**config.mk**
```make
export PLATFORM = sky130hd
export DESIGN_NAME = pc_ras_unit
export DESIGN_NICKNAME = d
export VERILOG_FILES = /design/src/rtl/pc_ras_unit.sv
export SDC_FILE = /design/constraint.sdc
export NUM_CORES = 1
export LEC_CHECK = 0
export BUFFER_PORTS_ARGS = -buffer_cell sky130_fd_sc_hd__buf_2
export CAP_MARGIN = 20
export CORE_ASPECT_RATIO = 1.25
export CORE_UTILIZATION = 50
export CTS_BUF_LIST = sky130_fd_sc_hd__clkbuf_4 sky130_fd_sc_hd__clkbuf_8
export CTS_CLUSTER_SIZE = 12
export DETAILED_ROUTE_END_ITERATION = 12
export GPL_TIMING_DRIVEN = 0
export PLACE_DENSITY = 0.73
export SYNTH_ARGS = -nofsm -noshare
export SYNTH_HDL_FRONTEND = slang
export SYNTH_SLANG_ARGS = --single-unit
```
**constraint.sdc**
```tcl
create_clock -name clk -period 3 [get_ports clk]
set_input_delay 0.45 -clock clk [delete_from_list [all_inputs] [get_ports clk]]
set_output_delay 0.45 -clock clk [all_outputs]
set_load 0.005 [all_outputs]
```
**src/rtl/pc_ras_unit.sv**
```systemverilog
// pc_ras_unit: IF-stage program counter with flush redirect, jump/call and a circular return-address stack.
// Latency: a request sampled on a rising clk edge sets pc_curr after that same edge (no extra cycle).
// Backpressure: stall holds PC, RAS and flags; flush_valid overrides stall; no ready/credit handshake.
//
// Ports:
//    clk, rst          rising-edge clock; asynchronous active-high reset
//    stall             hold PC and RAS
//    flush_valid/pc    highest-priority redirect
//    jump_cs/target    taken jump; with call, also pushes pc_curr+STEP
//    ret               pop RAS into PC
//    pc_curr           registered fetch address
//    ras_count         valid RAS entries
//    ras_overflow      sticky: a push overwrote a valid entry
//    ret_miss          pulse: ret with empty RAS
//    call_ret_err      pulse: call and ret together
module pc_ras_unit #(
   parameter int          ADDR_W    = 32,
   parameter int          STEP      = 1,
   parameter logic [ADDR_W-1:0] RESET_VEC = '0,
   parameter int          RAS_DEPTH = 4
) (
   input  logic                         clk,
   input  logic                         rst,
   input  logic                         stall,
   input  logic                         flush_valid,
   input  logic [ADDR_W-1:0]            flush_pc,
   input  logic                         jump_cs,
   input  logic [ADDR_W-1:0]            jump_target,
   input  logic                         call,
   input  logic                         ret,
   output logic [ADDR_W-1:0]            pc_curr,
   output logic [$clog2(RAS_DEPTH):0]   ras_count,
   output logic                         ras_overflow,
   output logic                         ret_miss,
   output logic                         call_ret_err
);

   localparam int PW = $clog2(RAS_DEPTH);
   localparam int CW = PW + 1;

   logic [ADDR_W-1:0] pc_q, pc_n;
   logic [ADDR_W-1:0] pc_seq;
   // ptr_q is the slot the next push writes; the top entry lives at ptr_q-1.
   logic [PW-1:0]     ptr_q, ptr_n;
   logic [CW-1:0]     cnt_q, cnt_n;
   logic              ovf_q, ovf_n;
   logic              miss_q, miss_n;
   logic              cre_q, cre_n;
   logic              push;
   logic [ADDR_W-1:0] ras_mem [RAS_DEPTH];

   // Modulo 2^ADDR_W wrap falls out of the truncating add.
   assign pc_seq = pc_q + ADDR_W'(STEP);

   always_comb begin
      pc_n   = pc_q;
      ptr_n  = ptr_q;
      cnt_n  = cnt_q;
      ovf_n  = ovf_q;
      miss_n = 1'b0;
      cre_n  = 1'b0;
      push   = 1'b0;
      if (flush_valid) begin
         pc_n = flush_pc;
      end else if (stall) begin
         pc_n = pc_q;
      end else if (ret) begin
         cre_n = call;
         if (cnt_q != '0) begin
            pc_n  = ras_mem[ptr_q - PW'(1)];
            ptr_n = ptr_q - PW'(1);
            cnt_n = cnt_q - CW'(1);
         end else begin
            pc_n   = pc_seq;
            miss_n = 1'b1;
         end
      end else if (jump_cs) begin
         pc_n = jump_target;
         if (call) begin
            push  = 1'b1;
            ptr_n = ptr_q + PW'(1);
            // Full stack: the push lands on the oldest slot, count saturates.
            if (cnt_q == CW'(RAS_DEPTH)) begin
               ovf_n = 1'b1;
            end else begin
               cnt_n = cnt_q + CW'(1);
            end
         end
      end else begin
         pc_n = pc_seq;
      end
   end

   always_ff @(posedge clk or posedge rst) begin
      if (rst) begin
         pc_q   <= RESET_VEC;
         ptr_q  <= '0;
         cnt_q  <= '0;
         ovf_q  <= 1'b0;
         miss_q <= 1'b0;
         cre_q  <= 1'b0;
      end else begin
         pc_q   <= pc_n;
         ptr_q  <= ptr_n;
         cnt_q  <= cnt_n;
         ovf_q  <= ovf_n;
         miss_q <= miss_n;
         cre_q  <= cre_n;
      end
   end

   // Stack storage carries no reset; validity is tracked by cnt_q alone.
   always_ff @(posedge clk) begin
      if (push) begin
         ras_mem[ptr_q] <= pc_seq;
      end
   end

   assign pc_curr      = pc_q;
   assign ras_count    = cnt_q;
   assign ras_overflow = ovf_q;
   assign ret_miss     = miss_q;
   assign call_ret_err = cre_q;

endmodule

```
==> metrics <==
Via density=6.39; Final Hold Vio Count=0; DRT iter0 DRCs=661; commonest non-fill, non-tap cell in the layout=edfxtp_1; # clock sinks=168; status=finished, final reports clean; port bufs=107; min Tclk post-route=2.75 ns; worst-path fanout max=10; crit end category=flip-flop; endpoints failing setup=0; fin cells=924; Antenna diodes=0; RSZ-0062 raised after global routing=false; total CTS buffers=17; largest net degree at the start of global routing=29; synth unique cells=59; worst path arrival time=3.10 ns; Slew @ Worst Pin=0.858 ns; Crit-path slowest cell=dfrtp_1; I/O pin count=109; drt wl/cell=24.5 um; Worst setup SP type=flip-flop; crit share post-route=91.6%; HP Class=in -> reg; GRT Overall Usage=28.9%; placer congestion estimate=0.923; core box area=0.0155 mm2; Worst Setup SP=ptr_q[0]; worst reg2reg startpoint=ptr_q[0]; Pre-antenna DRT Iters=5; Synth Instances=568; vias in the first global route=5902; Crit Path Class=reg -> reg; Max transition margin=42.8%; Cells after DPL=892; setup TNS=0 ns; Avg Inst Size Synth=13.9 um2; Die ar.=0.0163 mm2; Clock Tree Root=clkbuf_8; fin nets=776; Skew-Pair Late Insertion Delay=0.47 ns; routed wire length=22700 um; Max Cap Viol=0; starting density of the core=51.0%; Post-DRT Antenna Nets=0; std cell rows=51; ys flop type=edfxtp_1; CTS max path bufs=2; critical path, cell by cell=buf_4, buf_8, buf_8, inv_1, ha_4, mux4_2, a221oi_1, o21bai_1, o21ai_0, a221o_1; cell mode on critical path=buf_8; Leakage Power=3.35 nW; CP required=3.35 ns; Hold WS=0.186 ns; clk slew on worst S/H paths=0.09 ns; total grt overflow=0; #FFs+latches synth=168; EDFF count, synth=128; DP HPWL=16000 um; Syn Nets=645; Post-Layout Inst Area=0.00931 mm2; Critical Path Max Stage Delay=0.40 ns; yosys warns=0; vias=5900; Cell Area, Placed=0.00885 mm2; fin. max-slew vios=0; min-delay src=flush_pc[2]; layout cells sized above 1=29.6%; async set-or-reset flop fraction in the synthesized netlist=23.8%; Die H=143 um; highest clock rate=0.364 GHz; synthesized cell area=0.00791 mm2; fillers=1239; CTS tree=yes; # H-tree levels=4; Setup Skew=0.0119 ns; area grow syn2layout=17.7%; Die X=114 um; peak supply drop=0.376 mV; PD cells=730 mW/mm2; DRC viols=0; global-route wire length before repair=33500 um; initial antenna violation count=0; Seq/Total Area, Yosys=61.3%; most frequent cells in the layout=128 x edfxtp_1, 115 x buf_2, 40 x dfrtp_1, 32 x mux4_2, 30 x nand2_1
[final cells by class]
cell class	count	area, um2	share of cell area (%)
Tap cell	212	265	2.85
Clock inverter	13	130	1.40
Timing Repair Buffer	113	676	7.26
Multi-Input combinational cell	347	2890	31.0
Inverter	17	63.8	0.686
Clock buffer	19	255	2.74
Buffer	35	185	1.99
Sequential cell	168	4840	52.1
[synth_stat cells, drive strengths merged, types with 2 or more instances]
cell type	number	area, um2
a21o	3	22.5
a21oi	29	145
a221o	14	140
a221oi	16	140
a22oi	4	30.0
a31o	4	35.0
a31oi	3	18.8
a32o	2	20.0
and2	7	43.8
and3	6	37.5
and4	3	26.3
buf	12	58.8
clkbuf	24	90.1
dfrtp	40	1000
edfxtp	128	3840
ha	5	62.6
inv	17	63.8
mux2i	2	20.0
mux4	32	721
nand2	30	113
nand2b	5	31.3
nand3	19	95.1
nand4	10	77.6
nor2	30	120
nor3	15	80.1
nor4	7	71.3
o211ai	2	15.0
o21ai	11	55.1
o221ai	3	26.3
o22ai	5	31.3
o2bb2ai	12	105
o31ai	7	52.6
or2	3	18.8
or3	7	43.8
or4	4	33.8
xnor2	18	158
xor2	14	123
[worst paths after layout]
kind	slack, ns	cells after the start	endpoint
worst max register to register	0.25	10	pc_curr[23]
worst max-delay path	0.25	10	pc_curr[23]
worst min register to register	0.49	1	ras_overflow
min in group asynchronous	0.49	3	call_ret_err
worst min-delay path	0.19	2	pc_curr[2]
max in group asynchronous	2.02	4	pc_curr[3]
[per-stage QoR]
step                utilization [%]  total power (W)  setup slack, ns
global route                   60.0          0.00705           0.0934
global placement               56.2          0.00503           -0.657
finish                         60.0          0.00680            0.253
CTS                            59.9          0.00674           0.0371
floorplan                         -          0.00443           0.0494
detailed placement             57.1          0.00512           -0.726
[registers in the layout (all words and copies together), names as in the netlist]
register and count:
call_ret_err 1, ras_count 3, ret_miss 1, ras_overflow 1
ras_mem 128, ptr_q 2, pc_curr 32
[cell families after synthesis]
kind of cell               share of synthesized area (%)
AOI/OAI and AO/OA                                   11.6
xor gates and xnor gates                            3.54
adders and majority gates                           1.04
buffers and inverters                               2.69
DFF                                                 61.3
muxes                                               9.37
and+or+nand+nor                                     10.5
[per-layer routing]
metal / routed length, um / share of wire (%) / global-route usage, %
met5: 0 / 0 / 0
met2: 11200 / 49 / 47.9
met1: 8670 / 38 / 36.2
met4: 890 / 3.9 / 14.1
met3: 1900 / 8.4 / 6.07
[critical path, delay by kind of cell (launching register included)]
family / cells / cell delay (ns)
buffers and inverters: 4 / 0.69
flip-flops: 1 / 0.40
AO/OA/AOI/OAI: 4 / 0.93
adder cells (fa/ha/maj): 1 / 0.33
multiplexers: 1 / 0.29
[report_power, final]
group	internal [W]	switching [W]
Sequential	0.00275	0.000235
Clock	0.000761	0.000818
Combinational	0.00105	0.00118
Total	0.00456	0.00223
[timing repair]
action / 4_1_cts / 5_1_grt
endpoints found under the setup margin: 33 / 14
pin swaps: 0 / 0
hold endpoints to repair: 12 / 0
buffers inserted: 0 / 0
gates cloned: 0 / 0
resized for setup: 11 / 6
hold buffers: 1 / 0
No activity file was read; power rests on OpenSTA's default activity.
